--- config.mk ---
export PLATFORM = sky130hd
export DESIGN_NAME = dm_sbus_arbiter
export DESIGN_NICKNAME = d
export VERILOG_FILES = /design/src/rtl/dm_sbus_arbiter.sv
export SDC_FILE = /design/constraint.sdc
export NUM_CORES = 1
export LEC_CHECK = 0
export ABC_AREA = 1
export BUFFER_PORTS_ARGS = -buffer_cell sky130_fd_sc_hd__buf_2
export CORE_AREA = 5 5 108 110
export DETAILED_ROUTE_END_ITERATION = 12
export DIE_AREA = 0 0 113 115
export PLACE_DENSITY = 0.63
export RECOVER_POWER = 25
export REMOVE_ABC_BUFFERS = 1
export SETUP_SLACK_MARGIN = 0.1
export SLEW_MARGIN = 20
export SYNTH_ARGS = -nofsm -noshare
export SYNTH_HDL_FRONTEND = slang
export SYNTH_SLANG_ARGS = --single-unit
export TNS_END_PERCENT = 1
--- constraint.sdc ---
create_clock -name clk_i -period 1.4 [get_ports clk_i]
set_clock_uncertainty 0.1 [all_clocks]
set_input_delay 0.07 -clock clk_i [delete_from_list [all_inputs] [get_ports clk_i]]
set_output_delay 0.07 -clock clk_i [all_outputs]
set_load 0.05 [all_outputs]
--- src/rtl/dm_sbus_arbiter.sv ---
// Round-robin arbiter sharing one system-bus master port between NumReq requesters.
// Define DM_SBUS_ARB_FIXED_PRIO_EN for fixed priority (lowest index wins) instead of round-robin.
//   locked_q | meaning
//   0        | free: select by arbitration among current requests
//   1        | offered but ungranted: bus held for lock_idx_q
module dm_sbus_arbiter #(
  parameter int unsigned NumReq         = 2,
  parameter int unsigned BusWidth       = 32,
  parameter int unsigned MaxOutstanding = 2
) (
  input  logic                         clk_i,
  input  logic                         rst_ni,
  input  logic                         dmactive_i,
  input  logic [NumReq-1:0]            req_i,
  input  logic [NumReq*BusWidth-1:0]   add_i,
  input  logic [NumReq-1:0]            we_i,
  input  logic [NumReq*BusWidth-1:0]   wdata_i,
  input  logic [NumReq*BusWidth/8-1:0] be_i,
  output logic [NumReq-1:0]            gnt_o,
  output logic [NumReq-1:0]            r_valid_o,
  output logic [BusWidth-1:0]          r_rdata_o,
  output logic                         master_req_o,
  output logic [BusWidth-1:0]          master_add_o,
  output logic                         master_we_o,
  output logic [BusWidth-1:0]          master_wdata_o,
  output logic [BusWidth/8-1:0]        master_be_o,
  input  logic                         master_gnt_i,
  input  logic                         master_r_valid_i,
  input  logic [BusWidth-1:0]          master_r_rdata_i,
  output logic                         resp_err_o
);
  localparam int unsigned IdxW = (NumReq > 1) ? $clog2(NumReq) : 1;
  localparam int unsigned CntW = $clog2(MaxOutstanding + 1);
  localparam int unsigned PtrW = (MaxOutstanding > 1) ? $clog2(MaxOutstanding) : 1;
  localparam int unsigned BeW  = BusWidth / 8;
  localparam logic [CntW-1:0] MaxCnt  = CntW'(MaxOutstanding);
  localparam logic [IdxW-1:0] LastIdx = IdxW'(NumReq - 1);
  localparam logic [PtrW-1:0] LastPtr = PtrW'(MaxOutstanding - 1);

  logic            locked_q;
  logic [IdxW-1:0] lock_idx_q;
  logic [IdxW-1:0] sel, cand;
  logic            found;
  logic            grant, push, pop;
  logic [IdxW-1:0] fifo_q [MaxOutstanding];
  logic [PtrW-1:0] wr_ptr_q, rd_ptr_q;
  logic [CntW-1:0] cnt_q;

`ifndef DM_SBUS_ARB_FIXED_PRIO_EN
  logic [IdxW-1:0] rr_ptr_q;

  function automatic logic [IdxW-1:0] wrap_idx(input logic [IdxW-1:0] base, input int unsigned off);
    int unsigned j;
    j = 32'(base) + off;
    if (j >= NumReq) j = j - NumReq;
    return IdxW'(j);
  endfunction
`endif

  always_comb begin
    sel   = lock_idx_q;
    cand  = '0;
    found = 1'b0;
    if (!locked_q) begin
      sel = '0;
      for (int unsigned i = 0; i < NumReq; i++) begin
`ifdef DM_SBUS_ARB_FIXED_PRIO_EN
        cand = IdxW'(i);
`else
        cand = wrap_idx(rr_ptr_q, i);
`endif
        if (!found && req_i[cand]) begin
          sel   = cand;
          found = 1'b1;
        end
      end
    end
  end

  assign master_req_o = (locked_q | (|req_i)) & (cnt_q < MaxCnt) & dmactive_i;
  assign grant        = master_req_o & master_gnt_i;
  assign push         = grant;
  // A response with nothing outstanding is flagged rather than routed.
  assign pop          = master_r_valid_i & (cnt_q != '0);
  assign resp_err_o   = master_r_valid_i & (cnt_q == '0);

  assign master_add_o   = master_req_o ? add_i[sel*BusWidth +: BusWidth]   : '0;
  assign master_wdata_o = master_req_o ? wdata_i[sel*BusWidth +: BusWidth] : '0;
  assign master_be_o    = master_req_o ? be_i[sel*BeW +: BeW]              : '0;
  assign master_we_o    = master_req_o & we_i[sel];
  assign r_rdata_o      = pop ? master_r_rdata_i : '0;

  always_comb begin
    gnt_o = '0;
    if (grant) gnt_o[sel] = 1'b1;
  end

  always_comb begin
    r_valid_o = '0;
    if (pop) r_valid_o[fifo_q[rd_ptr_q]] = 1'b1;
  end

  always_ff @(posedge clk_i or negedge rst_ni) begin
    if (!rst_ni) begin
      locked_q   <= 1'b0;
      lock_idx_q <= '0;
    end else if (!dmactive_i) begin
      locked_q   <= 1'b0;
      lock_idx_q <= '0;
    end else if (grant) begin
      locked_q   <= 1'b0;
    end else if (master_req_o) begin
      locked_q   <= 1'b1;
      lock_idx_q <= sel;
    end
  end

`ifndef DM_SBUS_ARB_FIXED_PRIO_EN
  always_ff @(posedge clk_i or negedge rst_ni) begin
    if (!rst_ni) begin
      rr_ptr_q <= '0;
    end else if (!dmactive_i) begin
      rr_ptr_q <= '0;
    end else if (grant) begin
      rr_ptr_q <= (sel == LastIdx) ? '0 : sel + 1'b1;
    end
  end
`endif

  // In-order ID FIFO: the FIFO survives dmactive_i so in-flight responses still route.
  always_ff @(posedge clk_i or negedge rst_ni) begin
    if (!rst_ni) begin
      for (int unsigned i = 0; i < MaxOutstanding; i++) fifo_q[i] <= '0;
      wr_ptr_q <= '0;
      rd_ptr_q <= '0;
      cnt_q    <= '0;
    end else begin
      if (push) begin
        fifo_q[wr_ptr_q] <= sel;
        wr_ptr_q         <= (wr_ptr_q == LastPtr) ? '0 : wr_ptr_q + 1'b1;
      end
      if (pop) rd_ptr_q <= (rd_ptr_q == LastPtr) ? '0 : rd_ptr_q + 1'b1;
      case ({push, pop})
        2'b10:   cnt_q <= cnt_q + 1'b1;
        2'b01:   cnt_q <= cnt_q - 1'b1;
        default: cnt_q <= cnt_q;
      endcase
    end
  end
endmodule

Word-level counts from Yosys, hierarchy flattened
Cells that the tools add are included.
{"block": "op_classes", "n_reduce_logical": 10, "bitwise_logic": 9, "shift": 3, "muxes": 43, "n_eq_ne": 6, "order_cmp": 12, "addsub": 8}
{"operator": "$shiftx 64x7->32", "n": 2}
{"operator": "$mux 32", "n": 3}
{"operator": "$mux 1", "n": 32}
{"operator": "$lt 1x2->1 const B", "n": 4}
{"operator": "$shiftx 8x4->4", "n": 1}
{"operator": "$and 1x1->1", "n": 6}
{"operator": "$ge 2x2->1 const B", "n": 3}
{"operator": "$logic_and 1x1->1", "n": 4}
{"operator": "$mux 2", "n": 2}
{"operator": "$mux 4", "n": 1}
{"operator": "$ne 2x1->1 const B", "n": 2}
{"operator": "$not 1->2", "n": 2}
{"operator": "$pmux 2 s2", "n": 1}
{"operator": "$reduce_bool 2->1", "n": 2}
{"operator": "$add 1x1->1 const B", "n": 3}
{"operator": "$demux 1 s1", "n": 3}
{"operator": "$ne 3x1->1 const B", "n": 1}
{"operator": "$add 1x1->2 const B", "n": 1}
{"operator": "$add 2x1->2 const B", "n": 1}
{"operator": "$bwmux 2", "n": 1}
{"operator": "$eq 2x1->1 const B", "n": 1}
{"operator": "$eq 2x2->1 const B", "n": 1}
{"operator": "$ge 1x1->1 const B", "n": 2}
{"operator": "$ge 1x2->1 const B", "n": 1}
{"operator": "10 further kinds", "n": 11}
{"block": "totals", "out_inout_bits": 107, "regBits": 9, "word_cells": 99, "inputBits": 177}

Logic depth before layout (Yosys ltp)
Gate-level depths: netlist of the first run.
{"block": "depth", "word_depth": 16, "depth_mapped": 8, "mapped_depth_nobuf": 8}

Worst setup path after synthesis of the first run
Ideal clock, no wire load.
{"block": "synth_timing", "path_kind": "reg-to-output", "from": "register locked_q", "to": "output port master_be_o[0]", "slack_ps": -440, "required_ps": 1230, "path_stages_with_launch": 7, "n_path_buf": 1, "arrival_time_ps": 1670, "path_cell_list": "dfrtp_1 > inv_1 > nand3_2 > nand2_4 > buf_4 > nand2_1 > a21oi_1"}
{"block": "synth_via", "elab_chain_len": 4, "word_cells_on_any_way": 6, "cone_classes": "1 x shift; 2 x mux; 3 x bitwise"}
{"element": "start: declaration", "line": "40", "text": "logic locked_q;"}
{"element": "start signal: assignment", "line": "105", "text": "locked_q <= 1'b0;"}
{"element": "start signal: assignment", "line": "108", "text": "locked_q <= 1'b0;"}
{"element": "start signal: assignment", "line": "111", "text": "locked_q <= 1'b0;"}
{"element": "parallel branches: the longest is 3 deep, another holds $shiftx 8x4->4"}
{"element": "$mux 4 (*)", "line": "89", "text": "assign master_be_o = master_req_o ? be_i[sel*BeW +: BeW] : '0;"}
{"element": "end: declaration", "line": "26", "text": "output logic [BusWidth/8-1:0] master_be_o,"}
Every way passes the cells marked *.

Final worst setup path of the first run
{"block": "layout_timing", "from": "register locked_q", "to": "output port master_wdata_o[28]"}
{"block": "layout_via", "elab_chain_len": 4, "word_cells_on_any_way": 6, "cone_classes": "1 x shift; 2 x mux; 3 x bitwise"}
{"element": "parallel branches: the longest is 3 deep, another holds $shiftx 64x7->32"}
{"element": "$mux 32 (*)", "line": "88", "text": "assign master_wdata_o = master_req_o ? wdata_i[sel*BusWidth +: BusWidth] : '0;"}
{"element": "end: declaration", "line": "25", "text": "output logic [BusWidth-1:0] master_wdata_o,"}
Marks and branches as above.

==> impl_metrics.json, run 1 <==
{
  "status": "complete, but fails checks",
  "violations": "negative setup slack",
  "via_count": 3388,
  "maxCapViolCount": 0,
  "timing.rr.end": "rr_ptr_q",
  "synth.yosys.seq_area_share_pct": 12.32,
  "tightest_slew_ps": 507.1,
  "hold_path.class": "in2reg",
  "cts_root_buf": "clkbuf_8",
  "routed_via_density": 4.240,
  "clkTransAtPathRegs_ps": 50,
  "die_h_um": 115,
  "powerDensity_nw_per_um2": 1423,
  "combPwrFrac_pct": 88.0,
  "cts_tree": "built",
  "r2r_setup_slack_ps": -90,
  "arrival_ps": 1650,
  "ys_seq_elements": 9,
  "cts_sinks": 9,
  "numCtsBuffers": 3,
  "syn_area_um2": 1828,
  "die_area_um2": 13000,
  "rsz0062_at_grt": "true",
  "place_ws_ps": -232.1,
  "critPathLaunch": "locked_q",
  "period_needed_ps": 1818,
  "grt_max_degree": 35,
  "final_cells": 799,
  "p_int_mw": 2.613,
  "rows": 38,
  "p_total_mw": 6.440,
  "switching_share_pct": 59.43,
  "synthTopCellsByArea": "nand2_1 (33%), a21oi_1 (19%), dfrtp_1 (12%)",
  "htreeDepth": 1,
  "dr.pass1.iters": 5,
  "p_leak_nw": 2.507,
  "antenna_found_initial": 0,
  "hold_path_startpoint": "dmactive_i",
  "power_frac_clock_pct": 4.7,
  "ir_drop_mv": 0.7183,
  "n_fill_cell": 1074,
  "p_sw_mw": 3.827,
  "cp-start-kind": "flop",
  "drtAntennaViolNets": 0,
  "ys_warn_count": 0,
  "drive_above_1_share_pct": 59.33,
  "start_util_pct": 17.24,
  "reg2regPathDepth": 8,
  "synth.top_cell.area_share_pct": 32.65,
  "place_inst": 788,
  "synth_area_leader_cell": "nand2_1",
  "drc_errors": 0,
  "chipWidth_um": 113,
  "relSlewSlack_pct": 66.19,
  "hold_depth": 3,
  "grt_pass1_wl_um": 15210,
  "crit_required_ps": 1230,
  "criticalPathCategory": "reg2out",
  "diodes": 0,
  "drtIter0Drc": 104,
  "fmax_ghz": 0.5501,
  "core_area_um2": 10600,
  "drv_slew": 0,
  "p_seq_share_pct": 7.3,
  "wire_per_inst_um": 13.36,
  "setup_viol": 101,
  "syn_inst": 368,
  "fin_ws_ps": -417.8,
  "grt_use_total_pct": 13.84,
  "dp_hpwl_um": 7785,
  "portBuffers": 283,
  "cp-end-kind": "output port",
  "hold_viol_final": 0,
  "holdPathEnd": "rr_ptr_q",
  "grt_overflow": 0,
  "gp_congestion": 0.8179,
  "multiInputGateArea_um2": 1515,
  "cp_max_fo": 34,
  "synth_cell_types": 21,
  "r2r_start": "locked_q",
  "avgSynthCellArea_um2": 4.967,
  "grt_pass1_vias": 3243,
  "fin_crit_sh_pct": 129.8,
  "routed_wl_um": 10670,
  "clk_latency_ps": 230,
  "io_pins": 284,
  "clockBufferDepth": 2,
  "area_growth_pct": 147.6,
  "regArea_um2": 226.5,
  "nets": 837
}
[per-layer routing]
| layer | wire length, um | track usage, % | vias to the layer above | share of wire, % |
|---|---|---|---|---|
| met2 | 5529 | 26.66 | 176 | 52 |
| met1 | 3921 | 15.22 | 1497 | 37 |
| met4 | 145 | 2.404 | 0 | 1.4 |
| met5 | 0 | 0 | - | 0 |
| li1 | - | - | 1703 | - |
| met3 | 1076 | 3.947 | 12 | 10 |
[cell usage after synthesis]
cell and instances:
clkbuf_2 1, buf_6 7, nor2_1 38, buf_2 10, nand2_1 159, nand2_4 2
nand4_1 1, xnor2_1 1, inv_1 46, inv_6 1, nand3_2 1, a21oi_4 1
nand3_1 5, inv_2 1, dfrtp_1 9, buf_4 7, nor2_2 1, xor2_1 1
nand4_2 1, o21ai_0 5, a21oi_1 70
[power by group through the flow]
stage | sequential [mW] | clock, mW | combinational, mW
after floorplan | 0.444 | 0 | 3.01
after detailed placement | 0.459 | 0 | 4.50
final | 0.470 | 0.302 | 5.67
after global placement | 0.458 | 0 | 4.50
after CTS | 0.466 | 0.312 | 5.30
after global routing | 0.486 | 0.331 | 6.02
[what timing repair did]
action,4_1_cts,5_1_grt
setup endpoints to repair,115,115
endpoints found under the hold margin,9,0
pin swaps,5,18
resized for setup,183,85
cloned,2,1
setup buffers,2,1
hold buffers,1,0
[logic make-up after synthesis]
kind of cell | Yosys count | share of synthesized area, %
AOI/OAI and AO/OA | 76 | 21.42
and+or+nand+nor | 208 | 44.97
DFF | 9 | 12.32
buffers and inverters | 73 | 20.33
xor gates and xnor gates | 2 | 0.9584
[final cells by class]
cell class | count | share of cell area [%]
clock buffer | 4 | 0.9953
inverter | 48 | 4.258
multi-input combinational | 286 | 33.48
sequential | 9 | 5.004
tap | 140 | 3.871
timing repair buffer | 312 | 52.39
[how the worst max path moves through the flow]
stage / to / slack (ps) / cells after the start
2_1_floorplan: master_add_o[0] / -1320 / 3
3_3_place_gp: master_wdata_o[22] / -190 / 7
3_5_place_dp: master_wdata_o[22] / -230 / 9
4_1_cts: master_wdata_o[10] / -450 / 10
5_1_grt: master_be_o[3] / -510 / 7
6_report: master_wdata_o[28] / -420 / 7
[flip-flops by register name, indices dropped and copies added (netlist names)]
| register | cells |
|---|---|
| lock_idx_q | 1 |
| rd_ptr_q | 1 |
| cnt_q | 2 |
| wr_ptr_q | 1 |
| locked_q | 1 |
| fifo_q | 2 |
| rr_ptr_q | 1 |
[through the flow]
stage          hold slack [ps]  TNS, ps  util, %  instance area, um2
2_1_floorplan           -325.6  -101370        -                1642
3_3_place_gp            -161.3    -9806    33.16                3516
3_5_place_dp            -161.6   -11250    33.16                3516
4_1_cts                  76.51   -31330    39.53                4192
5_1_grt                  94.70   -39490    42.68                4526
6_report                 83.04   -29620    42.68                4526
[critical path, cell delays in order, from the launching register on]
cell     delay (ps)
dfrtp_1         370
buf_4           140
nor2_4           40
a21oi_4         150
nand2_4         130
buf_12          190
a21oi_1         150
buf_4           220
[cells in the final DEF (no fill, tap or decap), types with 2 or more instances in the layout]
cell type    n
a21oi_2     36
nand2_4      2
nor2_4       4
buf_6       70
buf_8        3
nand2_1    154
nor2_2      21
clkbuf_1     2
buf_2      175
nor2_1      14
o21ai_1      3
buf_4       49
buf_16       2
dfrtp_1      8
nand2_2      4
o21ai_0      2
a21oi_1     31
clkbuf_8     3
inv_1       45
a21oi_4      4
inv_2        2
buf_12      10
nand3_1      5
Note: power is estimated with default switching activity, not from simulation.
==> run 2, diff against run 1 <==
--- a/config.mk
+++ b/config.mk
@@ -12,7 +12,6 @@
 export DIE_AREA = 0 0 113 115
 export PLACE_DENSITY = 0.63
 export RECOVER_POWER = 25
-export REMOVE_ABC_BUFFERS = 1
 export SETUP_SLACK_MARGIN = 0.1
 export SLEW_MARGIN = 20
 export SYNTH_ARGS = -nofsm -noshare
==> run 2 against run 1 <==
The flow still finishes with violations (negative setup slack). Total power up 0.64%. Global-route usage up 0.22 points. Critical path depth up 1. Sequential power down 1%. Largest cell class unchanged. Largest power group unchanged. Critical endpoint is now master_wdata_o[11]. Final cell count down 0.38%. Worst setup slack better by 37 ps.
==> impl_metrics.json, run 2 (synthesized netlist as in run 1, its figures left out) <==
{
  "status": "complete, but fails checks",
  "violations": "negative setup slack",
  "grt_pass1_wl_um": 15330,
  "fin_ws_ps": -380.6,
  "core_area_um2": 10600,
  "numCtsBuffers": 3,
  "p_sw_mw": 3.879,
  "via_count": 3344,
  "top_regs": "cnt_q: 2 flops, fifo_q: 2 flops",
  "grt_use_total_pct": 14.06,
  "wire_per_inst_um": 13.64,
  "criticalPathCategory": "reg2out",
  "grt_overflow": 0,
  "postCtsSetupRepairBufs": 0,
  "p_leak_nw": 2.491,
  "clk_latency_ps": 230,
  "relSlewSlack_pct": 63.80,
  "diodes": 0,
  "drtAntennaViolNets": 0,
  "drc_errors": 0,
  "cp-start-kind": "flop",
  "final_cell_mix": "buf_2 (175), nand2_1 (156), buf_6 (84), a21oi_2 (48), inv_1 (45)",
  "die_area_um2": 13000,
  "multiInputGateArea_um2": 1562,
  "drtIter0Drc": 187,
  "combPwrFrac_pct": 88.2,
  "tightest_slew_ps": 543.0,
  "maxCapViolCount": 0,
  "cp_max_fo": 12,
  "hold_path.class": "in2reg",
  "cts_sinks": 9,
  "rows": 38,
  "clockBufferDepth": 2,
  "fin_crit_sh_pct": 127.2,
  "cp-end-kind": "output port",
  "gp_congestion": 0.8506,
  "dp_hpwl_um": 7841,
  "layout_commonest_cell": "buf_2",
  "period_needed_ps": 1781,
  "cts_tree": "built",
  "clkTransAtPathRegs_ps": 40,
  "power_frac_clock_pct": 4.6,
  "antenna_found_initial": 0,
  "powerDensity_nw_per_um2": 1420,
  "io_pins": 284,
  "mappedNetlistNets": 545,
  "drive_above_1_share_pct": 60.98,
  "dr.pass1.iters": 4,
  "switching_share_pct": 59.86,
  "crit_required_ps": 1230,
  "p_total_mw": 6.481,
  "p_int_mw": 2.601,
  "n_fill_cell": 1061,
  "arrival_ps": 1610,
  "r2r_setup_slack_ps": -90,
  "cts_root_buf": "clkbuf_8",
  "grt_pass1_vias": 3249,
  "ir_drop_mv": 0.6357,
  "start_util_pct": 17.24,
  "drv_slew": 0,
  "p_seq_share_pct": 7.2,
  "area_growth_pct": 149.6,
  "chipWidth_um": 113,
  "place_ws_ps": -241.3,
  "regArea_um2": 225.2,
  "nets": 834,
  "portBuffers": 283,
  "htreeDepth": 1,
  "die_h_um": 115,
  "routed_wl_um": 10860,
  "grt_max_degree": 37,
  "fmax_ghz": 0.5616,
  "rsz0062_at_grt": "true",
  "routed_via_density": 4.201,
  "setup_viol": 113,
  "hold_viol_final": 0
}
run 2: changes by cell type in the layout (fill, tap and decap cells not counted), sizes merged:
cell,change
buf,-3
run 2: what timing repair did:
| action | 4_1_cts | 5_1_grt |
|---|---|---|
| setup endpoints to repair | 116 | 116 |
| gates cloned | 0 | 1 |
| resized for setup | 185 | 104 |
| pin swaps | 5 | 2 |
| endpoints found under the hold margin | 9 | 0 |
| hold buffers | 1 | 0 |
run 2: metrics by stage:
stage	instances	utilization, %	cell area (um2)	TNS, ps	hold WS [ps]
2_1_floorplan	368	-	1854	-36230	-325.6
3_3_place_gp	790	33.53	3555	-12390	-164.3
3_5_place_dp	790	33.53	3555	-13810	-163.0
4_1_cts	795	39.30	4167	-31370	143.4
5_1_grt	796	43.04	4563	-41940	179.4
6_report	796	43.04	4563	-31170	175.3
run 2: power by group through the flow:
| stage | combinational (mW) | clock (mW) | sequential (mW) |
|---|---|---|---|
| after global routing | 6.04 | 0.345 | 0.478 |
| after floorplan | 3.28 | 0 | 0.444 |
| after global placement | 4.57 | 0 | 0.449 |
| after detailed placement | 4.58 | 0 | 0.454 |
| final | 5.72 | 0.301 | 0.465 |
| after CTS | 5.24 | 0.306 | 0.462 |
run 2: final timing paths:
| kind | to | cells past startpoint | startpoint |
|---|---|---|---|
| setup / recovery | master_wdata_o[11] | 8 | locked_q |
| setup reg to reg | rr_ptr_q | 8 | locked_q |
| min in group asynchronous | cnt_q[0] | 2 | rst_ni |
| hold / removal | rr_ptr_q | 4 | dmactive_i |
| hold reg to reg | fifo_q[1] | 2 | fifo_q[1] |
| max in group asynchronous | wr_ptr_q | 2 | rst_ni |
run 2: cell type report:
type	instances	share of cell area, %
clock buffer	4	0.9871
timing repair buffer	309	51.80
inverter	48	4.223
multi-input combinational	286	34.22
sequential	9	4.936
tap	140	3.839
run 2: worst max-delay path, cell delays in order, from the launching register on:
cell	delay (ps)
dfrtp_1	400
inv_2	70
nand3_2	120
nand2_8	160
buf_12	150
buf_6	100
nand2_1	40
a21oi_1	130
buf_4	210
run 2: routing by layer:
layer	vias to the layer above	share of wire (%)	GRT usage, %
met5	-	0	0
met4	0	0.54	1.923
met3	6	7.2	2.158
met2	148	56	27.88
met1	1490	36	16.14
li1	1700	-	-
